**src/rtl/pong_pkg.sv**
```systemverilog
// Shared definitions for the Pong game controller and the score display.
//   state_e     : game flow states, exported on game_state
//   WIN_*       : winner codes, exported on winner
//   to_bcd2     : integer 0..99 to two BCD digits (used for the time reload)
//   bcd_dec2    : saturating two-digit BCD decrement (game clock)
//   bcd_inc_sat : saturating one-digit BCD increment (scores)
//   winner_of   : winner code from two final scores
package pong_pkg;

    typedef enum logic [1:0] {
        ST_IDLE  = 2'd0,
        ST_SERVE = 2'd1,
        ST_PLAY  = 2'd2,
        ST_OVER  = 2'd3
    } state_e;

    localparam logic [1:0] WIN_NONE = 2'b00;
    localparam logic [1:0] WIN_P1   = 2'b01;
    localparam logic [1:0] WIN_P2   = 2'b10;
    localparam logic [1:0] WIN_TIE  = 2'b11;

    function automatic logic [7:0] to_bcd2(input int unsigned value);
        return {4'(value / 10), 4'(value % 10)};
    endfunction

    // 00 stays 00; a units digit of 0 wraps to 9 and borrows from the tens.
    function automatic logic [7:0] bcd_dec2(input logic [7:0] bcd);
        logic [7:0] result;
        if (bcd == 8'h00)
            result = 8'h00;
        else if (bcd[3:0] == 4'd0)
            result = {bcd[7:4] - 4'd1, 4'd9};
        else
            result = {bcd[7:4], bcd[3:0] - 4'd1};
        return result;
    endfunction

    function automatic logic [3:0] bcd_inc_sat(input logic [3:0] digit);
        return (digit >= 4'd9) ? 4'd9 : digit + 4'd1;
    endfunction

    function automatic logic [1:0] winner_of(input logic [3:0] p1, input logic [3:0] p2);
        logic [1:0] code;
        if (p1 > p2)
            code = WIN_P1;
        else if (p2 > p1)
            code = WIN_P2;
        else
            code = WIN_TIE;
        return code;
    endfunction

endpackage

```
**src/rtl/sec_tick_gen.sv**
```systemverilog
// One-second prescaler for the game controller.
//   clk  : system clock
//   rst  : asynchronous active-low reset
//   clr  : synchronous clear to 0 (asserted on every game state change)
//   en   : count enable (SERVE and PLAY only)
//   tick : one-cycle pulse on the last count of each second
module sec_tick_gen #(
    parameter int CLK_HZ = 50_000_000
) (
    input  logic clk,
    input  logic rst,
    input  logic clr,
    input  logic en,
    output logic tick
);

    localparam int             CW   = $clog2(CLK_HZ);
    localparam logic [CW-1:0]  LAST = CW'(CLK_HZ - 1);

    logic [CW-1:0] count;

    assign tick = en && (count == LAST);

    always_ff @(posedge clk or negedge rst) begin
        if (!rst)
            count <= '0;
        else if (clr)
            count <= '0;
        else if (en)
            count <= tick ? '0 : count + CW'(1);
    end

endmodule

```
**src/rtl/pong_game_controller.sv**
```systemverilog
// Game-flow sequencer for the Pong ball/paddle engine: idle, serve delay,
// rally and game over, plus per-player scores and the countdown game clock.
//   clk        : system clock
//   rst        : asynchronous active-low reset
//   start      : start button level; acted on at its rising edge
//   miss1/2    : player 1/2 missed (levels; one event per rising edge)
//   stop       : 1 holds ball and paddles at centre
//   sec1/sec0  : BCD tens/units of remaining game time
//   score1/2   : player scores, BCD 0..9
//   game_state : current state (state_e encoding)
//   winner     : 00 none, 01 P1, 10 P2, 11 tie
module pong_game_controller
    import pong_pkg::*;
#(
    parameter int CLK_HZ       = 50_000_000,
    parameter int GAME_SECONDS = 60,
    parameter int WIN_SCORE    = 9,
    parameter int SERVE_SEC    = 2
) (
    input  logic       clk,
    input  logic       rst,
    input  logic       start,
    input  logic       miss1,
    input  logic       miss2,
    output logic       stop,
    output logic [3:0] sec1,
    output logic [3:0] sec0,
    output logic [3:0] score1,
    output logic [3:0] score2,
    output logic [1:0] game_state,
    output logic [1:0] winner
);

    localparam int              SW         = $clog2(SERVE_SEC + 1);
    localparam logic [SW-1:0]   SERVE_LOAD = SW'(SERVE_SEC);
    localparam logic [7:0]      TIME_LOAD  = to_bcd2(GAME_SECONDS);
    localparam logic [3:0]      WIN_BCD    = 4'(WIN_SCORE);

    state_e          state, state_nxt;
    logic [7:0]      time_bcd, time_nxt;
    logic [3:0]      score1_nxt, score2_nxt;
    logic [1:0]      winner_nxt;
    logic [SW-1:0]   serve_cnt, serve_nxt;

    logic            start_prev, miss1_prev, miss2_prev;
    logic            start_ev, miss1_ev, miss2_ev;
    logic            tick, tick_en, tick_clr;
    logic            hit_over, hit_serve;

    assign start_ev = start & ~start_prev;
    assign miss1_ev = miss1 & ~miss1_prev;
    assign miss2_ev = miss2 & ~miss2_prev;

    // The prescaler restarts from 0 in the first cycle of every state.
    assign tick_en  = (state == ST_SERVE) || (state == ST_PLAY);
    assign tick_clr = (state_nxt != state);

    sec_tick_gen #(
        .CLK_HZ (CLK_HZ)
    ) u_sec_tick (
        .clk  (clk),
        .rst  (rst),
        .clr  (tick_clr),
        .en   (tick_en),
        .tick (tick)
    );

    assign sec1       = time_bcd[7:4];
    assign sec0       = time_bcd[3:0];
    assign game_state = state;

    always_comb begin
        // NOTE: every output of this block gets a default first; a path that
        // leaves any of them unassigned would infer a latch.
        state_nxt  = state;
        time_nxt   = time_bcd;
        score1_nxt = score1;
        score2_nxt = score2;
        winner_nxt = winner;
        serve_nxt  = serve_cnt;
        hit_over   = 1'b0;
        hit_serve  = 1'b0;

        case (state)
            ST_IDLE: begin
                if (start_ev) begin
                    score1_nxt = 4'd0;
                    score2_nxt = 4'd0;
                    time_nxt   = TIME_LOAD;
                    winner_nxt = WIN_NONE;
                    serve_nxt  = SERVE_LOAD;
                    state_nxt  = ST_SERVE;
                end
            end

            ST_SERVE: begin
                if (tick) begin
                    if (serve_cnt <= SW'(1)) begin
                        serve_nxt = '0;
                        state_nxt = ST_PLAY;
                    end else begin
                        serve_nxt = serve_cnt - SW'(1);
                    end
                end
            end

            ST_PLAY: begin
                if (tick) begin
                    time_nxt = bcd_dec2(time_bcd);
                    hit_over = (time_nxt == 8'h00);
                end
                // A double miss is a dead ball: nobody scores, re-serve.
                if (miss1_ev && miss2_ev) begin
                    hit_serve = 1'b1;
                end else if (miss1_ev) begin
                    score2_nxt = bcd_inc_sat(score2);
                    if (score2_nxt == WIN_BCD) hit_over  = 1'b1;
                    else                       hit_serve = 1'b1;
                end else if (miss2_ev) begin
                    score1_nxt = bcd_inc_sat(score1);
                    if (score1_nxt == WIN_BCD) hit_over  = 1'b1;
                    else                       hit_serve = 1'b1;
                end
                // Time-out wins over a re-serve; the score is already applied.
                if (hit_over) begin
                    winner_nxt = winner_of(score1_nxt, score2_nxt);
                    state_nxt  = ST_OVER;
                end else if (hit_serve) begin
                    serve_nxt  = SERVE_LOAD;
                    state_nxt  = ST_SERVE;
                end
            end

            ST_OVER: begin
                if (start_ev) state_nxt = ST_IDLE;
            end

            default: state_nxt = ST_IDLE;
        endcase
    end

    always_ff @(posedge clk or negedge rst) begin
        if (!rst) begin
            state      <= ST_IDLE;
            stop       <= 1'b1;
            time_bcd   <= TIME_LOAD;
            score1     <= 4'd0;
            score2     <= 4'd0;
            winner     <= WIN_NONE;
            serve_cnt  <= '0;
            start_prev <= 1'b0;
            miss1_prev <= 1'b0;
            miss2_prev <= 1'b0;
        end else begin
            // NOTE: non-blocking so every register samples pre-edge values;
            // blocking here would let later lines see this cycle's updates.
            state      <= state_nxt;
            stop       <= (state_nxt != ST_PLAY);
            time_bcd   <= time_nxt;
            score1     <= score1_nxt;
            score2     <= score2_nxt;
            winner     <= winner_nxt;
            serve_cnt  <= serve_nxt;
            start_prev <= start;
            miss1_prev <= miss1;
            miss2_prev <= miss2;
        end
    end

endmodule

```
**config.mk**
```make
export PLATFORM = sky130hd
export DESIGN_NAME = pong_game_controller
export DESIGN_NICKNAME = d
export VERILOG_FILES = /design/src/rtl/pong_pkg.sv /design/src/rtl/sec_tick_gen.sv /design/src/rtl/pong_game_controller.sv
export SDC_FILE = /design/constraint.sdc
export NUM_CORES = 1
export LEC_CHECK = 0
export CAP_MARGIN = 15
export CORE_UTILIZATION = 45
export CTS_CLUSTER_SIZE = 24
export DETAILED_ROUTE_END_ITERATION = 7
export GPL_TIMING_DRIVEN = 0
export PLACE_DENSITY = 0.7
export SLEW_MARGIN = 30
export SYNTH_ARGS = -nofsm -noshare
export SYNTH_HDL_FRONTEND = slang
export SYNTH_HIERARCHICAL = 1
export SYNTH_SLANG_ARGS = --single-unit
```
**constraint.sdc**
```tcl
create_clock -name clk -period 4.1 [get_ports clk]
set_input_delay 0.82 -clock clk [delete_from_list [all_inputs] [get_ports clk]]
set_output_delay 0.82 -clock clk [all_outputs]
set_load 0.005 [all_outputs]
```
# Word level (Yosys, flattened, before mapping)

Index checks and enable logic that the tools add are counted.

Flip-flop bits (word level): 52
Word-level logic and storage cells: 109

Add/subtract/negate cells: 6
$lt $le $gt $ge: 5
Eq/ne operators: 14
Multiplexer cells: 53
Bitwise logic cells: 6
Reductions and logical operators: 14

Operator list:

| kind                                                  | count |
|---|---|
| two-way mux 26 bit                                    | 3 |
| two-way mux 8 bit                                     | 6 |
| two-way mux 4 bit                                     | 10 |
| two-way mux 2 bit                                     | 14 |
| adder 26 x 1 -> 26 bit, second input constant         | 1 |
| equality test 26 bit, second input constant           | 1 |
| zero test 8 bit                                       | 2 |
| case mux 4 bit (2 select lines)                       | 2 |
| case mux 8 bit (2 select lines)                       | 1 |
| two-way mux 1 bit                                     | 14 |
| adder 4 x 1 -> 4 bit, second input constant           | 2 |
| equality test 4 bit, second input constant            | 2 |
| >= comparator 4 bit, second input constant            | 2 |
| greater-than comparator 4 bit                         | 2 |
| inequality test 2 x 1 -> 1 bit, second input constant | 4 |
| case mux 2 bit (4 select lines)                       | 1 |
| subtractor 4 x 1 -> 4 bit, second input constant      | 2 |
| inequality test 2 bit, second input constant          | 3 |
| case mux 2 bit (3 select lines)                       | 1 |
| AND reduction 3 bit                                   | 2 |
| AND reduction 5 bit                                   | 1 |
| equality test 2 bit, second input constant            | 2 |
| zero test 4 bit                                       | 1 |
| case mux 2 bit (2 select lines)                       | 1 |
| 12 further kinds                                      | 18 |

# Longest topological paths before layout

Gate-level depths: netlist (run 1).

Depth after elaboration: 16
Depth in mapped cells: 16
Depth with buffers taken out: 15

# Cells and area by module

The synthesis (run 1) kept the hierarchy.

By module, submodules not included:

| module               | times used | cells an instance | area each (µm²) | seq. area each (µm²) |
|---|---|---|---|---|
| pong_game_controller | 1          | 221               | 1935.6          | 654.4 |
| sec_tick_gen         | 1          | 161               | 1550.2          | 650.6 |

# Least setup slack after synthesis (run 1)

OpenSTA, ideal clock, no wires.

Path kind: reg-to-reg
Start: register time_bcd[0]
End: register u_sec_tick.count[15]
Library setup time: 0.118 ns
Arrival time: 3.448 ns
Data required time: 3.982 ns
Slack: 0.534 ns
Stages on the path, launching flop included: 15
Path buffers: 1
Period minus slack after synthesis: 3.566 ns
Path through: dfrtp_1 > inv_1 > ha_1 > nor3b_2 > or4_4 > a2111oi_4 > or2_4 > a22oi_2 > o211ai_2 > buf_4 > nor2_1 > nor4_1 > nand4_1 > xor2_1 > nor2_1

Word-level cells in the longest chain between the ends: 16

RTL lines:

| what                                                                | RTL line                       | RTL |
|---|---|---|
| start, declared                                                     | pong_game_controller.sv:40     | `logic [7:0] time_bcd, time_nxt;` |
| start signal, assigned                                              | pong_game_controller.sv:159    | `time_bcd <= time_nxt;` |
| subtractor 4 x 1 -> 4 bit / zero test 4 bit (equally long branches) | pong_pkg.sv:34, pong_pkg.sv:31 |  |
| two-way mux 8 bit                                                   | pong_pkg.sv:31                 | `else if (bcd[3:0] == 4'd0)` |
| two-way mux 8 bit *                                                 | pong_pkg.sv:29                 | `if (bcd == 8'h00)` |
| two-way mux 8 bit *                                                 | pong_game_controller.sv:108    | `if (tick) begin` |
| two-way mux 8 bit *                                                 | pong_game_controller.sv:84     | `case (state)` |
| zero test 8 bit *                                                   | pong_game_controller.sv:110    | `hit_over = (time_nxt == 8'h00);` |
| two-way mux 1 bit *                                                 | pong_game_controller.sv:108    |  |
| two-way mux 1 bit                                                   | pong_game_controller.sv:121    | `if (score1_nxt == WIN_BCD) hit_over = 1'b1;` |
| two-way mux 1 bit                                                   | pong_game_controller.sv:119    | `end else if (miss2_ev) begin` |
| two-way mux 1 bit                                                   | pong_game_controller.sv:115    | `end else if (miss1_ev) begin` |
| two-way mux 1 bit *                                                 | pong_game_controller.sv:113    | `if (miss1_ev && miss2_ev) begin` |
| two-way mux 1 bit *                                                 | pong_game_controller.sv:84     |  |
| two-way mux 2 bit *                                                 | pong_game_controller.sv:125    | `if (hit_over) begin` |
| case mux 2 bit (4 select lines) *                                   | pong_game_controller.sv:84     |  |
| inequality test 2 bit *                                             | pong_game_controller.sv:56     | `assign tick_clr = (state_nxt != state);` |
| net tick_clr                                                        | pong_game_controller.sv:47     | `logic tick, tick_en, tick_clr;` |
| two-way mux 26 bit / nonzero test 2 bit (equally long branches)     | --                             |  |
| end signal, assigned                                                | sec_tick_gen.sv:30             | `count <= tick ? '0 : count + CW'(1);` |
| end, declared                                                       | sec_tick_gen.sv:20             | `logic [CW-1:0] count;` |

Mark *: on every way through the listed nets, which the timed path passes. The rest lies on a longest branch. The select of a mux whose other input is x is not followed.
A chain may end at the register's enable or synchronous reset.

# Final worst setup path (run 1)

Start: register state[1], in the netlist game_state[1]
End: register u_sec_tick.count[16]

Word-level cells in the longest chain between the ends: 13

RTL lines:

| what                                                                       | RTL line                    | RTL |
|---|---|---|
| start, declared                                                            | pong_game_controller.sv:39  | `state_e state, state_nxt;` |
| start signal, assigned                                                     | pong_game_controller.sv:157 | `state <= state_nxt;` |
| equality test 2 x 1 -> 1 bit / equality test 2 bit (equally long branches) | pong_game_controller.sv:55  | `assign tick_en = (state == ST_SERVE) \|\| (state == ST_PLAY);` |
| logical OR 1 bit *                                                         | pong_game_controller.sv:55  |  |
| net tick_en                                                                | pong_game_controller.sv:47  |  |
| logical AND 1 bit *                                                        | sec_tick_gen.sv:22          | `assign tick = en && (count == LAST);` |
| net tick                                                                   | pong_game_controller.sv:47  |  |
| two-way mux 1 bit                                                          | pong_game_controller.sv:108 |  |
| two-way mux 1 bit                                                          | pong_game_controller.sv:121 |  |
| two-way mux 1 bit                                                          | pong_game_controller.sv:119 |  |
| two-way mux 1 bit                                                          | pong_game_controller.sv:115 |  |
| two-way mux 1 bit                                                          | pong_game_controller.sv:113 |  |
| two-way mux 1 bit                                                          | pong_game_controller.sv:84  |  |
| two-way mux 2 bit                                                          | pong_game_controller.sv:125 |  |
| case mux 2 bit (4 select lines) *                                          | pong_game_controller.sv:84  |  |
| inequality test 2 bit *                                                    | pong_game_controller.sv:56  |  |
| net tick_clr                                                               | pong_game_controller.sv:47  |  |
| two-way mux 26 bit / nonzero test 2 bit (equally long branches)            | --                          |  |

Marked as above.

==> results of run 1 <==
per-stage QoR:
| step | instance area (um2) | setup TNS, ns |
|---|---|---|
| 2_1_floorplan | 3490 | 0 |
| 3_3_place_gp | 3860 | -0.338 |
| 3_5_place_dp | 3880 | -0.634 |
| 4_1_cts | 3970 | 0 |
| 5_1_grt | 3980 | -0.679 |
| 6_report | 3980 | 0 |
flip-flops by register name, indices dropped and copies added, names as in the netlist:
| register | flops |
|---|---|
| winner | 2 |
| miss2_prev | 1 |
| stop | 1 |
| time_bcd | 8 |
| u_sec_tick/count | 26 |
| start_prev | 1 |
| score2 | 4 |
| miss1_prev | 1 |
| game_state | 2 |
| score1 | 4 |
| serve_cnt | 2 |
synthesized netlist by cell type, drive strengths merged, types with 4 or more instances:
master | count | area share
a21oi | 12 | 0.017
a22o | 4 | 0.010
and3 | 4 | 0.0075
buf | 6 | 0.015
dfrtp | 49 | 0.35
ha | 22 | 0.079
inv | 17 | 0.018
nand2 | 47 | 0.051
nand2b | 8 | 0.014
nand3 | 13 | 0.019
nand3b | 4 | 0.0086
nand4 | 8 | 0.019
nor2 | 47 | 0.059
nor2b | 5 | 0.0090
nor3 | 9 | 0.013
nor4 | 8 | 0.016
o21ai | 26 | 0.037
o31ai | 4 | 0.010
xnor2 | 6 | 0.015
xor2 | 16 | 0.040
cell type report:
type                       count  area, um2
buffer                         9       65.1
clock buffer                   7       76.3
clock inverter                 1       5.00
fill                         672       3390
inverter                      17       63.8
multi-input combinational    304       2070
sequential                    52       1310
tap                           99        124
timing repair buffer          26        268
path summary, 6_finish.rpt:
check                               from                   end  slack (ns)  cells past startpoint
max                        game_state[1]  u_sec_tick/count[16]        0.15                     16
min reg2reg                 serve_cnt[0]          serve_cnt[0]        0.53                      1
min                                  rst   u_sec_tick/count[2]        0.36                      1
min in group clk            serve_cnt[0]          serve_cnt[0]        0.53                      1
max in group asynchronous            rst           time_bcd[6]        3.21                      2
max reg2reg                game_state[1]  u_sec_tick/count[16]        0.15                     16
kinds of logic (layout without fill, tap and decap cells):
family / Yosys count / after routing / share of synthesized area
compound gates: 80 / 80 / 0.168
mux: 4 / 4 / 0.0126
fa+ha+maj: 22 / 22 / 0.0790
buf+inv: 26 / 60 / 0.0370
flops: 52 / 52 / 0.374
simple gates: 176 / 176 / 0.274
xor+xnor: 22 / 22 / 0.0553
power breakdown:
group / internal, mW / switching, mW
sequential: 0.540 / 0.0357
clock: 0.120 / 0.162
combinational: 0.145 / 0.214
repair_timing:
item                       CTS  global route
buffers inserted             0             0
pin swaps                    0             1
resized for setup            1             4
setup endpoints to repair    5            10
layer usage:
| metal | track usage | vias to the layer above |
|---|---|---|
| li1 | - | 1443 |
| met2 | 0.320 | 60 |
| met4 | 0.0565 | 0 |
| met5 | 0 | - |
| met1 | 0.250 | 1416 |
| met3 | 0.0330 | 16 |
==> summary.txt, run 1 <==
Run status
  – Outcome: finished, final reports clean

Worst setup path
  – Most frequent CP cell: sky130_fd_sc_hd__inv_1
  – Data required, critical path: approximately 4.3 ns
  – Arrival @ worst endpoint: 4.15 ns
  – Peak fanout along the critical path: 10
  – Count of buffering cells on the critical path with inverters included: 3
  – Cell at the slowest stage of the critical path: sky130_fd_sc_hd__dfrtp_2
  – Crit path launch type: flop
  – Endpoint type of the worst setup path: flop
  – Worst stage delay on the critical path: about 0.45 ns
  – Worst path cell trace: inv_1 > ha_1 > nand4_1 > nor4_2 > and2_4 > inv_1 > a2111oi_4 > or2_4 > a22oi_2 > o211ai_2 > buf_4 > o2111a_1 > nor2b_1 > nand3b_1 > xor2_1 > nor2_1
  – Largest delay contributor family on the critical path: simple AND/OR/NAND/NOR gates
  – Kind of critical path: reg -> reg

Layout
  – Synthesis-to-finish area growth: 14.2%
  – Final Instance Count excl. Fillers: roughly 520
  – Most common cell after layout, fill and taps aside: sky130_fd_sc_hd__dfrtp_1
  – Top library cells by usage in the layout, fill and taps aside: 47 x sky130_fd_sc_hd__dfrtp_1, 46 x sky130_fd_sc_hd__nand2_1, 36 x sky130_fd_sc_hd__nor2_1, 26 x sky130_fd_sc_hd__o21ai_0, 24 x sky130_fd_sc_hd__clkdlybuf4s50_1
  – Post-layout util: 0.540
  – Layout cells sized above 1: 0.132
  – Total inserted antenna cells: 0
  – Number of nets in the layout: between 400 and 500

Detailed routing
  – DR WL met3: about 250 um
  – Wire length on met1: between 3000 and 4000 um
  – Count of nets left with antenna violations after detail routing: 0
  – Detail-routed via count per cell: 5.70
  – First-pass iteration count of the detailed router: 4
  – Iteration-0 DRC Markers: 154
  – Detail Route met2 WL: about 3700 um
  – DRC viols: 0
  – WL/cell: 14.7 um
  – Routed Wire Length: 7560 um
  – Total via count after detailed routing: 2935
  – Topmost layer with routed signal wires: met4

Synth
  – Register bit count reported by yosys: between 50 and 60
  – Instance count of the mapped netlist: 382
  – Number of distinct library cells after synthesis: 75
  – Number of enable-type register cells in the synthesized netlist: 0
  – Syn Std Cell Area: between 0.003 and 0.004 mm2
  – Warning count from the yosys run: 6
  – Mean post-synth cell area: 9.13 um2
  – Sequential share of the synthesized area: 0.374
  – Net count of the mapped netlist: about 410
  – Async set or reset register ratio after synthesis: 1.00
  – Most common flop cell mapped by yosys: sky130_fd_sc_hd__dfrtp_1

Clock tree
  – Clock Sink Count: between 50 and 60
  – H-tree depth reported by CTS: 2
  – TritonCTS clock tree: built
  – Clock root buffer: sky130_fd_sc_hd__clkbuf_8
  – Clock insertion delay at the later pin of the skew report: about 0.3 ns
  – Clock transition at the register clock pins on the worst setup and hold paths after CTS: ~0.090 ns
  – Post-cts hold buffer count: 0
  – Number of buffers between clock root and the deepest sink: 2
  – Number of buffers created by CTS: 5

Timing
  – Achievable frequency: 253 MHz
  – Hold slack final: ~0.36 ns
  – Worst setup skew after layout: around 0.0082 ns
  – Post-route setup slack: about 0.15 ns
  – Max_slew headroom: 0.396
  – Transition time at the pin with the least slew margin: 0.880 ns
  – Number of hold violations in the final report: 0
  – Number of setup violations in the final report: 0
  – Max-slew violation total from the final report: 0
  – Fin crit period: 3.95 ns
  – Final critical-path share of the clock period: 0.964

Die
  – Site Rows: 31
  – Die area: 0.00810 mm2
  – I/O pin count: 26
  – Initial standard-cell utilization of the core: 0.473
  – Horizontal extent of the die: roughly 90 um
  – Core Box Area: roughly 0.0074 mm2
  – Die Span Y: between 90 and 100 um

Global routing
  – Initial antenna violation count: 0
  – Pin count of the biggest net entering global routing: 38
  – Via count of the first global-routing pass: roughly 2700
  – Overflow left after global routing: 0
  – Wire length of the first global-routing pass: around 13000 um
  – Total routing usage reported by global routing: 0.190

Pwr
  – Maximum vdd ir drop: ~0.13 mV
  – Final Power: around 1.2 mW
  – Pwr dens: between 300 and 400 mW/mm2
  – Static power due to leakage: about 1.7 nW

Placed design
  – Hpwl dp: 5630 um
  – Number of buffers inserted by port buffering: 25
  – Post-place setup slack: -0.197 ns
  – Routability congestion estimate from global placement: around 0.9
  – Cells after DPL: approximately 500

Run
  – Count of maximum capacitance violations: 0

Worst hold path
  – Hold/Removal Path Class: in -> async
Power figures use the tool's default switching activity.
==> run 2, diff against run 1 <==
--- a/config.mk
+++ b/config.mk
@@ -6,6 +6,7 @@
 export NUM_CORES = 1
 export LEC_CHECK = 0
 export CAP_MARGIN = 15
+export CORE_MARGIN = 2
 export CORE_UTILIZATION = 45
 export CTS_CLUSTER_SIZE = 24
 export DETAILED_ROUTE_END_ITERATION = 7
==> constraint.sdc (replaced) <==
create_clock -name clk -period 4.3 [get_ports clk]
set_input_delay 0.86 -clock clk [delete_from_list [all_inputs] [get_ports clk]]
set_output_delay 0.86 -clock clk [all_outputs]
set_load 0.01 [all_outputs]
==> run 2 against run 1 <==
  * Largest cell class unchanged
  * Highest routed layer unchanged
  * Sequential cell count stayed put
  * Critical endpoint unchanged
  * Routed wire length is 0.89% lower
  * Final cell count is 0.58% higher
==> summary.txt, run 2 (synthesized netlist as in run 1, its figures left out) <==
Placed design
  – Number of buffers inserted by port buffering: 25
  – Routability congestion estimate from global placement: between 0.8 and 0.9
  – Placement-stage cell area: 0.00388 mm2
  – Post-place setup slack: around 0.095 ns
  – Hpwl dp: 5660 um

Die
  – Die area: between 0.008 and 0.009 mm2
  – Horizontal extent of the die: roughly 90 um
  – Initial standard-cell utilization of the core: 0.458
  – Site Rows: 32
  – Die Span Y: 92.0 um
  – Core Box Area: approximately 0.0076 mm2
  – I/O pin count: 26

Layout
  – Most common cell after layout, fill and taps aside: sky130_fd_sc_hd__dfrtp_1
  – Top Registers: u_sec_tick/count x26, time_bcd x8
  – Synthesis-to-finish area growth: 14.3%
  – Top register by number of flip-flops: u_sec_tick/count
  – Number of nets in the layout: about 440
  – Total inserted antenna cells: 0
  – Finished layout cell area: 0.00399 mm2
  – Top library cells by usage in the layout, fill and taps aside: 49 x sky130_fd_sc_hd__dfrtp_1, 46 x sky130_fd_sc_hd__nand2_1, 36 x sky130_fd_sc_hd__nor2_1, 26 x sky130_fd_sc_hd__o21ai_0, 24 x sky130_fd_sc_hd__clkdlybuf4s50_1
  – Post-layout util: 0.524
  – Layout cells sized above 1: 0.127
  – Number of flip-flops under the largest register name: 26

Pwr
  – Maximum vdd ir drop: 0.148 mV
  – Static power due to leakage: around 1.7 nW
  – Pwr dens: roughly 300 mW/mm2

Clock tree
  – TritonCTS clock tree: built
  – Clock insertion delay at the later pin of the skew report: 0.32 ns
  – Clock Sink Count: 52
  – Clock root buffer: sky130_fd_sc_hd__clkbuf_8
  – Post-cts hold buffer count: 0
  – Clock transition at the register clock pins on the worst setup and hold paths after CTS: ~0.1 ns
  – Number of buffers created by CTS: 5
  – H-tree depth reported by CTS: 2
  – Number of buffers between clock root and the deepest sink: 2

Detailed routing
  – Count of nets left with antenna violations after detail routing: 0
  – Total via count after detailed routing: ~2900
  – Iteration-0 DRC Markers: 96
  – Detail-routed via count per cell: between 5 and 6
  – WL/cell: 14.5 um
  – Routed Wire Length: 7490 um
  – First-pass iteration count of the detailed router: 4
  – DRC viols: 0

Timing
  – Setup_tns: 0 ns
  – Post-route setup slack: 0.281 ns
  – Number of setup violations in the final report: 0
  – Max-slew violation total from the final report: 0
  – Achievable frequency: 249 MHz
  – Worst setup skew after layout: around 0.02 ns
  – Max_slew headroom: 0.416
  – Transition time at the pin with the least slew margin: roughly 0.87 ns
  – Fin crit period: around 4.0 ns
  – Final critical-path share of the clock period: 0.935
  – Unrepaired setup endpoints after global routing: no
  – Number of hold violations in the final report: 0

Worst setup path
  – Peak fanout along the critical path: 10
  – Register-to-register setup slack: roughly 0.28 ns
  – Crit path launch type: flop
  – Endpoint type of the worst setup path: flop
  – Arrival @ worst endpoint: 4.22 ns
  – Reg2Reg Depth: 16
  – Data required, critical path: roughly 4.5 ns
  – Kind of critical path: reg -> reg
  – Worst reg2reg startpoint: game_state[1]
  – Worst flop-to-flop path endpoint: u_sec_tick/count[16]

Global routing
  – Initial antenna violation count: 0
  – Via count of the first global-routing pass: roughly 3000
  – Pin count of the biggest net entering global routing: 42
  – Wire length of the first global-routing pass: 13200 um
  – Overflow left after global routing: 0
  – Total routing usage reported by global routing: 0.191

Worst hold path
  – Hold/Removal Path Class: in -> async

Run
  – Count of maximum capacitance violations: 0

Run status
  – Outcome: finished, final reports clean
## run 2: changes by cell type in the layout (fill, tap and decap cells not counted), sizes merged
cell	delta
clkbuf	-1
clkinvlp	+1
## run 2: cell type report
class	count	area [um2]
Sequential cell	52	1310
Multi-Input combinational cell	304	2070
Buffer	9	65.1
Clock inverter	2	16.3
Clock buffer	6	72.6
Fill cell	741	3620
Inverter	17	63.8
Tap cell	102	128
Timing Repair Buffer	26	268
## run 2: worst max path at each step
stage	slack, ns	end	start
finish	0.28	u_sec_tick/count[16]	game_state[1]
global route	0.08	u_sec_tick/count[16]	game_state[1]
floorplan	0.69	u_sec_tick/count[15]	time_bcd[0]
CTS	0.05	u_sec_tick/count[25]	game_state[1]
detailed placement	0.1	u_sec_tick/count[25]	game_state[1]
global placement	0.12	u_sec_tick/count[25]	miss1
## run 2: power breakdown
group / internal [mW] / switching, mW
clock network: 0.116 / 0.169
registers: 0.513 / 0.0335
logic: 0.138 / 0.204
total: 0.768 / 0.406
## run 2: worst max-delay path, cell delays in order, from the launching register on
cell	delay [ns]
sky130_fd_sc_hd__dfrtp_1	0.50
sky130_fd_sc_hd__inv_1	0.22
sky130_fd_sc_hd__ha_1	0.36
sky130_fd_sc_hd__nand4_1	0.11
sky130_fd_sc_hd__nor4_1	0.38
sky130_fd_sc_hd__and2_4	0.28
sky130_fd_sc_hd__inv_1	0.09
sky130_fd_sc_hd__a2111oi_4	0.36
sky130_fd_sc_hd__or2_4	0.24
sky130_fd_sc_hd__a22oi_2	0.08
sky130_fd_sc_hd__o211ai_2	0.17
sky130_fd_sc_hd__buf_4	0.19
sky130_fd_sc_hd__o2111a_1	0.29
sky130_fd_sc_hd__nor2b_1	0.26
sky130_fd_sc_hd__nand3b_1	0.14
sky130_fd_sc_hd__xor2_1	0.16
sky130_fd_sc_hd__nor2_1	0.05
## run 2: layer usage
layer | global-route usage | wire, um
met1 | 0.234 | 3410
met2 | 0.345 | 3750
met3 | 0.0329 | 220
met4 | 0.0535 | 107
met5 | 0 | 0
## run 2: timing repair
action / in CTS / in global routing
resized for setup: 0 / 2
buffers inserted: 0 / 0
endpoints found under the setup margin: 0 / 5
## run 2: through the flow
stage / total power [mW] / hold slack (ns) / cells
6_report: 1.17 / 0.361 / 518
5_1_grt: 1.25 / 0.350 / 518
4_1_cts: 1.18 / 0.357 / 518
3_5_place_dp: 0.893 / 0.503 / 510
3_3_place_gp: 0.881 / 0.494 / 509
2_1_floorplan: 0.804 / 0.478 / 382
==> run 3, diff against run 2 <==
--- a/config.mk
+++ b/config.mk
@@ -8,6 +8,7 @@
 export CAP_MARGIN = 15
 export CORE_MARGIN = 2
 export CORE_UTILIZATION = 45
+export CTS_BUF_LIST = sky130_fd_sc_hd__clkbuf_2 sky130_fd_sc_hd__clkbuf_4 sky130_fd_sc_hd__clkbuf_8
 export CTS_CLUSTER_SIZE = 24
 export DETAILED_ROUTE_END_ITERATION = 7
 export GPL_TIMING_DRIVEN = 0
==> run 3 against run 2 <==
  * Sequential share of layout area hardly changed
  * Critical path depth unchanged
  * Via count is the same
  * Final cell count stayed put
  * Total power rose by 0.55%
  * Global-route usage did not move
  * Clock-buffer cell count did not move
  * Routed wire length is essentially flat
  * First-iteration DRC count unchanged
  * Sequential cell count stayed put
  * Clock power is 2% higher
  * Largest power group unchanged
==> summary.txt, run 3 (synthesized netlist as in run 1, its figures left out) <==
Timing
  – Unrepaired setup endpoints after global routing: no
  – Transition time at the pin with the least slew margin: 0.868 ns
  – Achievable frequency: about 250 MHz
  – Setup_tns: 0 ns
  – Hold slack final: approximately 0.36 ns
  – Fin crit period: about 4 ns
  – Max-slew violation total from the final report: 0
  – Final critical-path share of the clock period: 0.935
  – Max_slew headroom: 0.416
  – Post-route setup slack: 0.281 ns
  – Worst setup skew after layout: 0.0195 ns
  – Number of setup violations in the final report: 0
  – Number of hold violations in the final report: 0

Die
  – Initial standard-cell utilization of the core: 0.458
  – I/O pin count: 26
  – Die area: 0.00847 mm2
  – Site Rows: 32
  – Die Span Y: 92.0 um
  – Horizontal extent of the die: roughly 92 um
  – Core Box Area: ~0.0076 mm2

Clock tree
  – Clock Sink Count: 52
  – Clock transition at the register clock pins on the worst setup and hold paths after CTS: ~0.10 ns
  – Setup fix buffers added after clock tree synthesis: 0
  – Post-cts hold buffer count: 0
  – TritonCTS clock tree: built
  – Number of buffers created by CTS: 5
  – Post_cts resized: 0
  – Clock insertion delay at the later pin of the skew report: approximately 0.32 ns
  – H-tree depth reported by CTS: 2
  – Number of buffers between clock root and the deepest sink: 2
  – Clock root buffer: sky130_fd_sc_hd__clkbuf_8

Worst setup path
  – Peak fanout along the critical path: 10
  – Arrival @ worst endpoint: around 4.2 ns
  – Data required, critical path: approximately 4.5 ns
  – Crit path launch type: flop
  – Endpoint type of the worst setup path: flop
  – Critical path startpoint: game_state[1]
  – Worst reg2reg startpoint: game_state[1]
  – Kind of critical path: reg -> reg

Run status
  – Outcome: finished, final reports clean

Global routing
  – Via count of the first global-routing pass: approximately 2900
  – Wire length of the first global-routing pass: approximately 13000 um
  – Total routing usage reported by global routing: 0.191
  – Overflow left after global routing: 0
  – Initial antenna violation count: 0
  – Pin count of the biggest net entering global routing: between 40 and 50

Detailed routing
  – Iteration-0 DRC Markers: between 90 and 100
  – WL/cell: about 14 um
  – Count of nets left with antenna violations after detail routing: 0
  – Total via count after detailed routing: 2881
  – First-pass iteration count of the detailed router: 4
  – Routed Wire Length: between 7000 and 8000 um
  – DRC viols: 0
  – Detail-routed via count per cell: 5.56

Placed design
  – Routability congestion estimate from global placement: about 0.89
  – Post-place setup slack: 0.0952 ns
  – Hpwl dp: around 5700 um
  – Number of buffers inserted by port buffering: 25
  – Placement-stage cell area: around 0.0039 mm2

Pwr
  – Pwr dens: 296 mW/mm2
  – Final Power: ~1.2 mW
  – Maximum vdd ir drop: approximately 0.15 mV
  – Static power due to leakage: around 1.7 nW

Layout
  – Number of flip-flops under the largest register name: 26
  – Layout cells sized above 1: 0.130
  – Multi-input gate area in the final layout: 0.00207 mm2
  – Synthesis-to-finish area growth: 14.4%
  – Total inserted antenna cells: 0
  – Top register by number of flip-flops: u_sec_tick/count
  – Filler Cell Count: 742
  – Finished layout cell area: 0.00399 mm2
  – Top Registers: u_sec_tick/count x26, time_bcd x8
  – Most common cell after layout, fill and taps aside: sky130_fd_sc_hd__dfrtp_1
  – Top library cells by usage in the layout, fill and taps aside: 49 x sky130_fd_sc_hd__dfrtp_1, 46 x sky130_fd_sc_hd__nand2_1, 36 x sky130_fd_sc_hd__nor2_1, 26 x sky130_fd_sc_hd__o21ai_0, 24 x sky130_fd_sc_hd__clkdlybuf4s50_1
  – Area taken by flip-flops and latches: ~0.0013 mm2
  – Number of nets in the layout: ~440

Worst hold path
  – Hold/Removal Path Class: in -> async

Run
  – Count of maximum capacitance violations: 0
[run 3: cell counts in the layout (fill, tap and decap cells not counted)]
No cell type changed its count.
[run 3: metal layers]
layer  track usage  vias to the layer above  part of all wire
met1         0.234                     1389              0.46
li1              -                     1438                 -
met3        0.0329                       10             0.029
met4        0.0535                        0             0.014
met2         0.345                       44              0.50
met5             0                        -                 0
[run 3: critical path, cell delays in order (launching register included)]
cell and delay [ns]:
sky130_fd_sc_hd__dfrtp_1 0.50, sky130_fd_sc_hd__inv_1 0.22, sky130_fd_sc_hd__ha_1 0.36, sky130_fd_sc_hd__nand4_1 0.11
sky130_fd_sc_hd__nor4_1 0.38, sky130_fd_sc_hd__and2_4 0.28, sky130_fd_sc_hd__inv_1 0.09, sky130_fd_sc_hd__a2111oi_4 0.36
sky130_fd_sc_hd__or2_4 0.24, sky130_fd_sc_hd__a22oi_2 0.08, sky130_fd_sc_hd__o211ai_2 0.17, sky130_fd_sc_hd__buf_4 0.19
sky130_fd_sc_hd__o2111a_1 0.29, sky130_fd_sc_hd__nor2b_1 0.26, sky130_fd_sc_hd__nand3b_1 0.14, sky130_fd_sc_hd__xor2_1 0.16
sky130_fd_sc_hd__nor2_1 0.05
[run 3: path summary, 6_finish.rpt]
path                                              to  slack, ns  cells after the start
worst max-delay path            u_sec_tick/count[16]       0.28                     16
worst min-delay path                       score2[1]       0.36                      1
worst max register to register  u_sec_tick/count[16]       0.28                     16
worst min register to register          serve_cnt[1]       0.53                      1
max in group asynchronous                       stop       3.43                      2
min in group clk                        serve_cnt[1]       0.53                      1
[run 3: power by group]
group          switching, mW  internal [mW]
logic                  0.204          0.138
clock network          0.169          0.122
registers             0.0335          0.513
total                  0.406          0.774
[run 3: layout make-up]
cell class              instances  share of cell area
multi-input cells             304               0.518
flip-flops and latches         52               0.327
repair buffers                 26              0.0671
well taps                     102              0.0320
inverters                      17              0.0160
clock buffers                   6              0.0191
plain buffers                   9              0.0163
clock inverters                 2             0.00408
[run 3: metrics by stage]
step	utilization	std cells
after floorplan	-	382
after global routing	0.524	518
after detailed placement	0.510	510
after global placement	0.508	509
after CTS	0.522	518
final	0.524	518
